**src/rtl/arb_pkg.sv**
```systemverilog
// Shared types and helpers for the 4-requester round-robin arbiter.
// Latency: n/a (constants, types and a combinational helper only).
// Backpressure: n/a.
package arb_pkg;

  localparam int NUM_REQ_C = 4;
  localparam int IDX_W_C   = 2;

  typedef enum logic {
    ST_IDLE,
    ST_GRANT
  } state_e;

  // Binary index of the set bit in a one-hot (or all-zero) vector; 0 when empty.
  function automatic logic [IDX_W_C-1:0] onehot_to_idx(input logic [NUM_REQ_C-1:0] oh);
    logic [IDX_W_C-1:0] idx;
    idx = '0;
    for (int i = 0; i < NUM_REQ_C; i++) begin
      if (oh[i]) idx = idx | IDX_W_C'(i);
    end
    return idx;
  endfunction

endpackage

```
**src/rtl/rr_arbiter4_if.sv**
```systemverilog
// Request/grant bundle between requesters, arbiter and the downstream encoder.
// Latency: n/a (wires only).
// Backpressure: grant_valid/grant_ready handshake; lock exists only with RR_LOCK_EN.
// Modports: slave = arbiter side (drives grant*), master = requester/consumer side.
interface rr_arbiter4_if;
  import arb_pkg::*;

  logic [NUM_REQ_C-1:0] req;
  logic [NUM_REQ_C-1:0] grant;
  logic [IDX_W_C-1:0]   grant_idx;
  logic                 grant_valid;
  logic                 grant_ready;
`ifdef RR_LOCK_EN
  logic                 lock;

  modport slave  (input  req, grant_ready, lock,
                  output grant, grant_idx, grant_valid);
  modport master (output req, grant_ready, lock,
                  input  grant, grant_idx, grant_valid);
`else
  modport slave  (input  req, grant_ready,
                  output grant, grant_idx, grant_valid);
  modport master (output req, grant_ready,
                  input  grant, grant_idx, grant_valid);
`endif

endinterface

```
**src/rtl/rr_pick.sv**
```systemverilog
// Rotating-priority picker: first set req bit scanning ptr, ptr+1, ... mod 4.
// Latency: combinational, zero cycles.
// Backpressure: none; pure function of req and ptr.
// Ports: req[3:0], ptr[1:0] in; pick[3:0] one-hot (or zero), any_req out.
module rr_pick
  import arb_pkg::*;
(
  input  logic [NUM_REQ_C-1:0] req,
  input  logic [IDX_W_C-1:0]   ptr,
  output logic [NUM_REQ_C-1:0] pick,
  output logic                 any_req
);

  logic [IDX_W_C-1:0] pos;
  logic               found;

  always_comb begin
    pick  = '0;
    found = 1'b0;
    pos   = '0;
    for (int i = 0; i < NUM_REQ_C; i++) begin
      // 2-bit add wraps naturally, giving the mod-4 scan order.
      pos = ptr + IDX_W_C'(i);
      if (!found && req[pos]) begin
        pick[pos] = 1'b1;
        found     = 1'b1;
      end
    end
  end

  assign any_req = |req;

endmodule

```
**src/rtl/rr_arbiter4.sv**
```systemverilog
// Round-robin arbiter, 4 requesters, registered one-hot grant + index. Optional macro: RR_LOCK_EN.
// Latency: 1 cycle req -> grant_valid; back-to-back grants on acceptance with no bubble.
// Backpressure: grant held stable while grant_ready=0; pointer advances only on acceptance.
// Ports: clk, rst (sync, active-high), arb (rr_arbiter4_if.slave: req, grant, grant_idx,
//        grant_valid, grant_ready, and lock when RR_LOCK_EN is defined).
module rr_arbiter4
  import arb_pkg::*;
#(
  parameter int NUM_REQ = 4,
  parameter int IDX_W   = 2
) (
  input  logic           clk,
  input  logic           rst,
  rr_arbiter4_if.slave   arb
);

  // The encoder downstream is hard-wired to 4 inputs.
  if (NUM_REQ != NUM_REQ_C || IDX_W != IDX_W_C) begin : g_bad_cfg
    $error("rr_arbiter4 supports only NUM_REQ=4, IDX_W=2");
  end

  state_e               state_q, state_d;
  logic [IDX_W_C-1:0]   ptr_q, ptr_d;
  logic [NUM_REQ_C-1:0] grant_q, grant_d;
  logic [IDX_W_C-1:0]   idx_q, idx_d;

  logic [IDX_W_C-1:0]   next_ptr;
  logic [IDX_W_C-1:0]   pick_ptr;
  logic [NUM_REQ_C-1:0] pick;
  logic                 any_req;
  logic                 hold_lock;

  // In GRANT the picker is only consulted at acceptance, where it must already
  // see the rotated pointer; in IDLE it uses the stored pointer.
  assign next_ptr = idx_q + IDX_W_C'(1);
  assign pick_ptr = (state_q == ST_GRANT) ? next_ptr : ptr_q;

  rr_pick u_pick (
    .req     (arb.req),
    .ptr     (pick_ptr),
    .pick    (pick),
    .any_req (any_req)
  );

`ifdef RR_LOCK_EN
  assign hold_lock = arb.lock && arb.req[idx_q];
`else
  assign hold_lock = 1'b0;
`endif

  always_comb begin
    state_d = state_q;
    ptr_d   = ptr_q;
    grant_d = grant_q;
    idx_d   = idx_q;
    case (state_q)
      ST_IDLE: begin
        if (any_req) begin
          grant_d = pick;
          idx_d   = onehot_to_idx(pick);
          state_d = ST_GRANT;
        end
      end
      ST_GRANT: begin
        // A locked grantee keeps the grant and the pointer for another beat.
        if (arb.grant_ready && !hold_lock) begin
          ptr_d = next_ptr;
          if (any_req) begin
            grant_d = pick;
            idx_d   = onehot_to_idx(pick);
          end else begin
            grant_d = '0;
            idx_d   = '0;
            state_d = ST_IDLE;
          end
        end
      end
      default: begin
        state_d = ST_IDLE;
        grant_d = '0;
        idx_d   = '0;
      end
    endcase
  end

  always_ff @(posedge clk) begin
    if (rst) begin
      state_q <= ST_IDLE;
      ptr_q   <= '0;
      grant_q <= '0;
      idx_q   <= '0;
    end else begin
      state_q <= state_d;
      ptr_q   <= ptr_d;
      grant_q <= grant_d;
      idx_q   <= idx_d;
    end
  end

  assign arb.grant       = grant_q;
  assign arb.grant_idx   = idx_q;
  assign arb.grant_valid = (state_q == ST_GRANT);

endmodule

```
**src/flat_wrapper.sv**
```systemverilog
// flat-port wrapper written by rule: the top's interface ports become plain ports
module rr_arbiter4_flat import arb_pkg::*;
#(
  parameter int NUM_REQ = 4,
  parameter int IDX_W   = 2
)
  (clk, rst, arb_req, arb_grant_ready, arb_grant, arb_grant_idx, arb_grant_valid);
  rr_arbiter4_if arb_i ();
  input  logic clk;
  input  logic rst;
  input wire logic [$bits(arb_i.req)-1:0] arb_req;
  input wire logic [$bits(arb_i.grant_ready)-1:0] arb_grant_ready;
  output wire logic [$bits(arb_i.grant)-1:0] arb_grant;
  output wire logic [$bits(arb_i.grant_idx)-1:0] arb_grant_idx;
  output wire logic [$bits(arb_i.grant_valid)-1:0] arb_grant_valid;
  assign arb_i.req = arb_req;
  assign arb_i.grant_ready = arb_grant_ready;
  assign arb_grant = arb_i.grant;
  assign arb_grant_idx = arb_i.grant_idx;
  assign arb_grant_valid = arb_i.grant_valid;
  rr_arbiter4 #(.NUM_REQ(NUM_REQ), .IDX_W(IDX_W)) u_core (.clk(clk), .rst(rst), .arb(arb_i));
endmodule
```
**config.mk**
```make
export PLATFORM = sky130hd
export DESIGN_NAME = rr_arbiter4_flat
export DESIGN_NICKNAME = d
export VERILOG_FILES = /design/src/rtl/arb_pkg.sv /design/src/rtl/rr_arbiter4_if.sv /design/src/rtl/rr_pick.sv /design/src/rtl/rr_arbiter4.sv /design/src/flat_wrapper.sv
export SDC_FILE = /design/constraint.sdc
export NUM_CORES = 1
export LEC_CHECK = 0
export ABC_AREA = 1
export CAP_MARGIN = 20
export CORE_ASPECT_RATIO = 1.2
export CORE_MARGIN = 2
export CORE_UTILIZATION = 25
export CTS_BUF_LIST = sky130_fd_sc_hd__clkbuf_8
export DETAILED_ROUTE_END_ITERATION = 12
export GPL_TIMING_DRIVEN = 0
export SETUP_SLACK_MARGIN = 0.5
export SYNTH_ARGS = -nofsm -noshare
export SYNTH_HDL_FRONTEND = slang
export SYNTH_HIERARCHICAL = 1
export SYNTH_SLANG_ARGS = --single-unit
```
**constraint.sdc**
```tcl
create_clock -name clk -period 5.4 [get_ports clk]
set_clock_uncertainty 0.05 [all_clocks]
set_input_delay 1.08 -clock clk [delete_from_list [all_inputs] [get_ports clk]]
set_output_delay 1.08 -clock clk [all_outputs]
set_load 0.01 [all_outputs]
```
# Word level (Yosys, flattened, before mapping)
# Cells that the tools add are included.
# word_totals
out_inout_bits	7
reg_bits	9
# classes
bitwise_logic	4
n_lt_le_gt_ge	8
n_mux	38
add_sub_neg	4
eq_ne	2
reduce_logical	13
# op_table
op	count
two-way mux 4 bit	7
two-way mux 1 bit	14
< comparator 2 x 3 -> 1 bit (second input constant)	4
two-way mux 2 bit	6
OR 4 bit	3
binary-select mux 1 bit (select 2 bit)	4
demux 1 bit (select 2 bit)	4
greater-or-equal comparator 2 x 1 -> 1 bit (second input constant)	4
case mux 4 bit (2 select lines)	1
logical AND 1 bit	7
adder 2 x 1 -> 2 bit (second input constant)	2
adder 2 bit (second input constant)	2
case mux 2 bit (2 select lines)	1
AND reduction 2 bit	2
OR reduction 4 bit	1
zero test 1 bit	3
inequality test 2 x 1 -> 1 bit (second input constant)	1
inequality test 2 bit (second input constant)	1
case mux 1 bit (2 select lines)	1
NOT 1 bit	1

# Longest topological paths before layout
# Gate-level depths: netlist of the first run.
# logic_depth
word_depth	20
mapped_depth	16
ltp_nobuf	16

# Cells and area by module
# Netlist of the first run, hierarchy kept.
# modules_own_cells
mod	area_per_inst_um2	instances	seq_area_each_um2	cells_each
rr_pick	405.4	1	0.0	74
rr_arbiter4	399.1	1	180.2	55

# Least setup slack after synthesis of the first run
# Ideal clock, no wire load.
# synth_path
kind	register -> register
from	reg u_core.state_q, in the netlist u_core/arb.grant_valid
to	reg u_core.idx_q[0], in the netlist u_core/arb.grant_idx[0]
t_required_ns	5.280
stages_incl_launch_ff	16
synth_period_minus_slack_ns	2.695
t_arrival_ns	2.576
setup_ns	0.070
path_buffers	0
setup_slack_ns	2.705
cell_sequence	dfxtp_1 > inv_2 > o21ai_0 > inv_2 > ha_1 > inv_1 > nand3_1 > nand2_1 > nand2_4 > nor2_4 > nand2_1 > nand3_1 > inv_1 > nand2_1 > nand3_1 > a21oi_1
# synth_lines
item	line_no	source
start: declaration	rr_arbiter4.sv:22	state_e state_q, state_d;
start signal: assignment	rr_arbiter4.sv:93	state_q <= state_d;
two-way mux 2 bit (*)	rr_arbiter4.sv:36	assign pick_ptr = (state_q == ST_GRANT) ? next_ptr : ptr_q;
net u_core.pick_ptr[0]	rr_arbiter4.sv:28	logic [IDX_W_C-1:0] pick_ptr;
branches (longest 11 deep; another with < comparator 2 x 3 -> 1 bit)	-	
two-way mux 4 bit (*)	rr_pick.sv:24	if (!found && req[pos]) begin
net u_core.pick[3]	rr_arbiter4.sv:29	logic [NUM_REQ_C-1:0] pick;
two-way mux 2 bit (*)	arb_pkg.sv:19	if (oh[i]) idx = idx | IDX_W_C'(i);
two-way mux 2 bit	rr_arbiter4.sv:68	if (any_req) begin
two-way mux 2 bit	rr_arbiter4.sv:66	if (arb.grant_ready && !hold_lock) begin
case mux 2 bit (2 select lines) (*)	rr_arbiter4.sv:56	case (state_q)
end signal: assignment	rr_arbiter4.sv:96	idx_q <= idx_d;
end: declaration	rr_arbiter4.sv:25	logic [IDX_W_C-1:0] idx_q, idx_d;
# Mark *: on every way through the listed nets, which the timed path passes. The select of a mux whose other input is x is not followed.
# A chain may end at the register's enable or synchronous reset.

# Worst setup path after layout of the first run
# layout_path
from	reg u_core.idx_q[0], in the netlist u_core/arb.grant_idx[0]
to	reg u_core.idx_q[1], in the netlist u_core/arb.grant_idx[1]
# layout_lines
item	line_no	source
adder 2 x 1 -> 2 bit (*)	rr_arbiter4.sv:35	assign next_ptr = idx_q + IDX_W_C'(1);
two-way mux 2 bit (*)	rr_arbiter4.sv:36	
net u_core.pick_ptr[1]	rr_arbiter4.sv:28	
branches (longest 11 deep; another with < comparator 2 x 3 -> 1 bit)	-	
two-way mux 4 bit (*)	rr_pick.sv:24	
net u_core.pick[3]	rr_arbiter4.sv:29	
two-way mux 2 bit (*)	arb_pkg.sv:19	
two-way mux 2 bit	rr_arbiter4.sv:68	
two-way mux 2 bit	rr_arbiter4.sv:66	
case mux 2 bit (2 select lines) (*)	rr_arbiter4.sv:56	
# Marked as above.

==> results.txt, run 1 <==
The signal arrival time at the worst endpoint came out at 2.98 ns. The pin count of the biggest net entering global routing is 11. The share of the Yosys chip area taken by registers is 22.4%. STA classifies the critical path endpoint as a flip-flop. On the final layout, the worst hold slack is 0.427 ns. The final critical path takes up 53.1% of the cycle. The cell total after placement is 177. The critical path's largest stage delay came out at 0.67 ns. The routed wire length per instance came out at 10.2 µm. The setup violation total in the final timing report is 0.

The number of flops mapped to enable cells by yosys is 0. The post-layout instance area came out at 1020 µm². Across all register-to-register paths, the minimum setup slack is 2.53 ns. For this design the static power due to leakage is 0.503 nW.

The signal on the critical path passes through xnor2_1 > o21ai_0 > inv_1 > ha_1 > inv_1 > nand3_1 > nand2_1 > nand2_4 > nor2_4 > nand2_1 > nand3_1 > inv_1 > nand2_1 > nand3_1 > a21oi_1. The initial antenna violation count is 0. By instance count, the leading cell after synthesis is nand3_1. The worst hold path class is flip-flop to flip-flop. The post-layout utilization of the core came out at 33.4%. The overall die area is 3690 µm².

For the finished layout, the period the worst path requires is 2.87 ns. The number of buffers added to fix hold violations after cts is 0. The area share of the leading cell type in the synthesized netlist is 22.4%.

The effective utilization at floorplan is 26.3%. After the first detailed-routing iteration, the DRC count stood at 16. TritonCTS built the clock tree. The placed instances occupy a cell area of 970 µm². The commonest cells after synthesis are nand3_1, nand2_1, inv_1. The via count of the routed design is 848.

The power share of the sequential group is 21.6%. The total global routing overflow came out at 0. The ratio of cells with drive above 1 in the final layout came out at 13.0%.

Setup repair after global routing left no endpoint under its margin. The post-synthesis cell area is 805 µm². The total power consumption of the routed design is 431 µW. Headroom to the max-slew limit came out at 43.8%. The buffer count from post-CTS setup fixing is 0.

The portion of total power attributed to the clock network came out at 17.8%. The number of design rule violations left after detail routing is 0. The congestion estimate from routability-driven global placement came to 0.771. Registers take 180 µm².

The number of nets in the finished design came out at 160. The routed via count divided by cell count is 4.66. The root buffer cell chosen for the clock tree is clkbuf_8. The fmax is 0.349 GHz. The family with the most delay on the worst path is compound AO/OA/AOI/OAI gates. The count of distinct cell types in the synthesized netlist is 16. The TritonCTS buffer count came out at 3. The run finished with clean final reports. The number of nets produced by synthesis is 142.

The largest fanout on the critical path is 7. In this run the deepest clock path goes through 2 buffers. At the later pin of the worst-skew pair, clock insertion delay measures 0.23 ns. The finished layout holds 182 standard cells, fillers aside. The pre-CTS worst setup slack came out at 2.34 ns. Fill cells in the final layout number 340. In this run the power density over the cells is 423 nW/µm². Synthesis produced a netlist whose cell count is 129. The launching element type of the critical path is a flip-flop. The total area inside the core boundary comes to 3060 µm². After synthesis, the cell types taking the most area are dfxtp_1, nand3_1, nand2_1. The count of buffers from port buffering came out at 12. The H-tree level count came out at 1.

Combinational logic burns 60.6% of the power. The critical path is of the flip-flop to flip-flop type. The final layout contains routed wiring with a total length of 1.86 mm. The internal power contribution came out at 236 µW.

The switching power is 195 µW. The final count of pins violating max slew is 0. The post-route worst setup slack came out at 2.53 ns. For this run, the number of Yosys warnings is 6.

Of all flip-flops after synthesis, the portion carrying an async set or reset was 0%. From left edge to right edge, the die measures 55.8 µm. From synthesis to final layout, the design area changed by 26.7%.

The total number of clock tree sinks is 9. The flip-flop cell with the highest count after synthesis is dfxtp_1. The via count of the first global-routing pass is 783. The endpoint required time on the critical path came out at 5.52 ns.

On the critical path, the stage with the largest delay is an instance of o21ai_0. The estimated wirelength of the detail-placed design is 1.48 mm. Adding up every negative setup slack in the final design gives 0 ns. The number of gates given a new drive strength after cts is 0. The final-report hold violation count is 0. The synthesized design spends more area on one cell type than any other, namely dfxtp_1. Measured along the y axis, the die boundary spans 66.1 µm. The clock slew at the register clock pins of the worst setup and hold paths came out at 0.05 ns. The number of core rows came out at 22.

The total routing usage reported by global routing came out at 10.4%. The maximum VDD drop is 0.198 mV. Net switching is 45.3% of the power. The boundary pin count is 14.

The first-pass iteration count of the detailed router came out at 4. The antenna violation net count after detailed routing is 0. The mean post-synth cell area is 6.24 µm². The buffers plus inverters on the worst setup path came out at 3. The number of register bits inferred by synthesis came out at 9. The wire length of the first global-routing pass came out at 3.10 mm. The area of the multi-input gates came out at 532 µm².

Max-cap violations in this run came to 0. At the pin with the least slew margin, the transition time is 0.834 ns. The number of inserted diodes came out at 0.
-- placed cells by master, fill, tap and decap left out, types with 2 or more instances in the layout --
| cell type | Yosys | routed |
|---|---|---|
| dfxtp_1 | 9 | 9 |
| buf_2 | 2 | 2 |
| clkdlybuf4s50_1 | 0 | 12 |
| nand3_2 | 2 | 2 |
| nand2_2 | 4 | 4 |
| ha_1 | 6 | 6 |
| o21ai_0 | 3 | 3 |
| nand3_1 | 36 | 36 |
| nand2_1 | 30 | 30 |
| inv_1 | 19 | 20 |
| clkbuf_8 | 0 | 3 |
| inv_2 | 3 | 3 |
| a21oi_1 | 8 | 8 |
| nand2_4 | 3 | 3 |
-- kinds of logic (layout without fill, tap and decap cells) --
logic type	count (synthesis)	count (layout)	share of synthesized area, %
fa+ha+maj	6	6	9.33
compound gates	11	11	6.84
xor+xnor	1	1	1.09
buf+inv	24	41	11.5
simple gates	78	78	48.8
flops	9	9	22.4
-- power by group through the flow --
| stage | Clock [mW] | Combinational, mW | Sequential [mW] |
|---|---|---|---|
| after floorplan | 0 | 0.186 | 0.0997 |
| after global placement | 0 | 0.255 | 0.0944 |
| after detailed placement | 0 | 0.259 | 0.0950 |
| after CTS | 0.0785 | 0.260 | 0.0937 |
| after global routing | 0.0826 | 0.293 | 0.0954 |
| final | 0.0768 | 0.261 | 0.0933 |
-- state kept, by name, indices dropped and copies added (netlist names) --
register	flops
u_core/arb.grant_idx	2
u_core/arb.grant_valid	1
u_core/ptr_q	2
u_core/arb.grant	4
-- cell type report --
| type | count | area share (%) |
|---|---|---|
| Multi-Input combinational cell | 96 | 52.1 |
| Clock buffer | 3 | 4.05 |
| Sequential cell | 9 | 17.7 |
| Tap cell | 36 | 4.42 |
| Clock inverter | 1 | 0.368 |
| Buffer | 2 | 0.982 |
| Timing Repair Buffer | 13 | 12.3 |
| Inverter | 22 | 8.10 |
-- final timing paths --
check                                              end                                  from  cells past startpoint
hold reg to reg       u_core/arb.grant[3]$_SDFFE_PP0P_      u_core/arb.grant[3]$_SDFFE_PP0P_                      2
setup reg to reg  u_core/arb.grant_idx[1]$_SDFFE_PP0P_  u_core/arb.grant_idx[0]$_SDFFE_PP0P_                     15
hold / removal        u_core/arb.grant[3]$_SDFFE_PP0P_      u_core/arb.grant[3]$_SDFFE_PP0P_                      2
setup / recovery  u_core/arb.grant_idx[1]$_SDFFE_PP0P_  u_core/arb.grant_idx[0]$_SDFFE_PP0P_                     15
-- layer usage --
layer / track usage (%) / vias to the layer above / part of all wire [%]
met5: 0 / - / 0
met4: 3.66 / 0 / 0
met3: 1.96 / 0 / 5.1
met2: 20.8 / 27 / 49
met1: 10.6 / 369 / 46
li1: - / 452 / -
-- worst register-to-register path: stages (launching register included) --
cell and delay (ns):
dfxtp_1 0.41, xnor2_1 0.11, o21ai_0 0.67, inv_1 0.23
ha_1 0.38, inv_1 0.11, nand3_1 0.08, nand2_1 0.10
nand2_4 0.07, nor2_4 0.14, nand2_1 0.07, nand3_1 0.09
inv_1 0.06, nand2_1 0.05, nand3_1 0.06, a21oi_1 0.13
Note: power is estimated with default switching activity, not from simulation.
==> inputs of run 2 (changes only) <==
- clock period: 5.4 -> 2.4 ns (I/O delays scaled with it)
==> results.txt, run 2 (synthesized netlist as in run 1, its figures left out) <==
The pre-CTS worst setup slack came out at 0.257 ns (-2.08 ns). The clock slew at the register clock pins of the worst setup and hold paths came out at 0.04 ns (about the same). The endpoint required time on the critical path is 2.50 ns (-3.02 ns). The slew of the pin with the lowest slew margin is 0.204 ns (-0.630 ns).

The shortest period the worst path allows came out at 2.02 ns (-0.846 ns). The final critical-path share of the clock period is 84.2% (+31 points). The estimated wirelength of the detail-placed design came out at 1.50 mm (+1.4%). The fmax was 0.495 GHz (+42%).

Setup repair after global routing could not meet its margin everywhere. The total negative slack came out at 0 ns (unchanged). The share of power burned in combinational logic is 68.5% (+7.9 points). The boundary pin count came out at 14 (unchanged). The launching element type of the critical path is a flip-flop. The worst hold path belongs to the class flip-flop to flip-flop. The number of core rows is 22 (unchanged). The first-pass iteration count of the detailed router is 4 (unchanged). The post-layout utilization of the core is 41.6% (+8.3 points).

The total wire length is 2.22 mm (+19%). The core outline area came out at 3060 µm² (unchanged). The antenna violation net count after detailed routing came to 0 (unchanged). The maximum VDD drop is 0.550 mV (+180%). The run finished with clean final reports. The register cell area after layout is 189 µm² (+4.9%).

The number of fill cells in the layout is 314 (-7.6%). The count of buffers from port buffering is 12 (unchanged). The signal arrival time at the worst endpoint came out at 2.13 ns (-0.85 ns).

The number of nets in the finished design came out at 171 (+6.9%). The critical path's largest stage delay came out at 0.36 ns (-0.31 ns). The largest fanout on the critical path was 7 (unchanged). The number of flip-flops under the largest register name is 4 (unchanged).

The portion of total power attributed to the clock network is 13.4% (-4.4 points). The cell depth of the worst hold path came out at 2 (unchanged). The final-report hold violation count came out at 0 (unchanged). The power share of the sequential group is 18.2% (-3.4 points).

The final weighted congestion in routability-driven placement came out at 0.829 (+7.5%). The total global routing overflow is 0 (unchanged). The wire length of the first global-routing pass is 3.45 mm (+11%). The switching power came to 560 µW (+190%). The number of inserted diodes came out at 0 (unchanged). The buffer levels on the longest clock path is 2 (unchanged).

The overall die area came to 3690 µm² (unchanged). The top cell types in the final layout, fill and taps aside, are nand3_1, nand2_1, inv_1. The final count of pins violating max slew is 0 (unchanged). The H-tree level count is 1 (unchanged).

The internal power contribution was 691 µW (+190%). The kind of end point of the critical path is a flip-flop. The via count of the first global-routing pass is 854 (+9.1%).

The pin count of the biggest net entering global routing is 10 (-1). On the critical path, the stage with the largest delay is an instance of dfxtp_4. Relative to the synthesized area, the layout overhead comes to 58.2%. The via count of the routed design came out at 908 (+7.1%). The worst hold-check slack was 0.435 ns (+0.00818 ns). The routed wire length per instance is 11.5 µm (+13%). The ratio of cells with drive above 1 in the final layout came out at 37.6% (+25 points). The total number of clock tree sinks came out at 9 (unchanged). The signal on the critical path passes through inv_6 > o21ai_4 > clkinv_4 > ha_4 > nand3_2 > nand2_2 > nand2_4 > nor2_4 > nand2_1 > nand3_2 > inv_2 > nand2_1 > nand3_1 > a21oi_2. The initial antenna violation count is 0 (unchanged). The worst register-to-register path ends at u_core/arb.grant_idx[0]$_SDFFE_PP0P_.

The TritonCTS buffer count is 3 (unchanged). The post-route worst setup slack came to 0.378 ns (-2.15 ns). The starting DRC count in detailed routing is 20 (+4). The switching share of power is 44.8% (-0.48 points).

The area of the multi-input gates came out at 678 µm² (+28%). The type of the worst setup path is flip-flop to flip-flop. The worst max-slew margin expressed relative to the limit came out at 86.4% (+43 points).

The number of design rule violations left after detail routing was 0 (unchanged). The max capacitance violation total is 0 (unchanged). The startpoint of the worst register-to-register path is u_core/arb.grant_valid$_SDFF_PP0_. The static leakage is 0.602 nW (+20%).

The buffers plus inverters on the worst setup path came out at 3 (unchanged). The worst hold endpoint is u_core/arb.grant[1]$_SDFFE_PP0P_. The CTS tree is yes.

The number of buffers added to fix hold violations after cts came out at 0 (unchanged). The routed via count divided by cell count was 4.70 (+0.97%). The effective utilization at floorplan came out at 26.3% (unchanged). In this run the most critical hold path is launched from u_core/arb.grant[1]$_SDFFE_PP0P_.

The power per cell area is 983 nW/µm² (+130%). The clock tree root driver cell is clkbuf_8. Leaving out fill and tap cells, the most frequent cell in the layout is nand3_1.

The clock latency on the worst-skew pair is 0.23 ns (about the same). The setup violation total in the final timing report was 0 (unchanged). The total routing usage reported by global routing is 11.5% (+1.1 points). The logic depth of the worst register-to-register path is 14 (-1). The setup slack of the most critical reg-to-reg path was 0.38 ns (-2.15 ns). The die width was 55.8 µm (unchanged). Among cell families on the critical path, the largest total delay comes from simple AND/OR/NAND/NOR gates. The overall die height came out at 66.1 µm (unchanged).
run 2: cell count changes in the layout (fill, tap and decap cells not counted), moves of 3 or more:
cell,before,now
buf_4,0,12
dfxtp_1,9,6
inv_1,20,17
nand2_1,30,24
nand2_2,4,10
nand3_1,36,25
nand3_2,2,11
run 2: worst max-delay path by stage:
stage | start | to | slack (ns) | depth (start not counted)
2_1_floorplan | u_core/arb.grant_valid$_SDFF_PP0_ | u_core/arb.grant_idx[0]$_SDFFE_PP0P_ | 0.45 | 15
3_3_place_gp | arb_req[3] | u_core/arb.grant_idx[1]$_SDFFE_PP0P_ | 0.30 | 12
3_5_place_dp | u_core/arb.grant_valid$_SDFF_PP0_ | u_core/arb.grant_idx[0]$_SDFFE_PP0P_ | 0.26 | 15
4_1_cts | u_core/arb.grant_idx[0]$_SDFFE_PP0P_ | u_core/arb.grant_idx[0]$_SDFFE_PP0P_ | 0.39 | 15
5_1_grt | u_core/arb.grant_idx[1]$_SDFFE_PP0P_ | u_core/arb.grant[3]$_SDFFE_PP0P_ | 0.28 | 13
6_report | u_core/arb.grant_valid$_SDFF_PP0_ | u_core/arb.grant_idx[0]$_SDFFE_PP0P_ | 0.38 | 14
run 2: power groups by stage:
stage	logic, mW	registers (mW)	clock network, mW
6_report	0.857	0.227	0.167
5_1_grt	0.930	0.232	0.184
4_1_cts	0.761	0.228	0.172
3_5_place_dp	0.646	0.222	0
3_3_place_gp	0.635	0.220	0
2_1_floorplan	0.474	0.233	0
run 2: area by class of cell:
type                            count  area share (%)
Buffer                              2           0.787
Clock buffer                        3            3.24
Clock inverter                      1           0.295
Inverter                           22            7.47
Multi-Input combinational cell     96            53.3
Sequential cell                     9            14.8
Tap cell                           36            3.54
Timing Repair Buffer               24            16.5
run 2: worst reg2reg max path, delay by kind of cell, from the launching register on:
kind / cells / cell delay, ns
adder cells (fa/ha/maj): 1 / 0.32
AO/OA/AOI/OAI: 2 / 0.33
flip-flops: 1 / 0.36
AND/OR/NAND/NOR: 8 / 0.67
buffers and inverters: 3 / 0.21
run 2: metrics by stage:
stage                     power [mW]  area, µm²  std cells
after floorplan                0.708        867        129
after global placement         0.855       1030        177
after detailed placement       0.868       1030        177
after CTS                       1.16       1170        186
after global routing            1.35       1270        193
final                           1.25       1270        193
run 2: per-layer routing:
layer,global-route usage (%),vias up,routed length (µm)
li1,-,472,-
met2,22.0,22,1160
met1,12.8,412,969
met5,0,-,0
met4,3.66,0,10
met3,1.96,2,83
run 2: repair_timing:
action	4_1_cts	5_1_grt
setup buffers	5	7
pin swaps	18	10
resized for setup	13	12
endpoints found under the setup margin	6	6
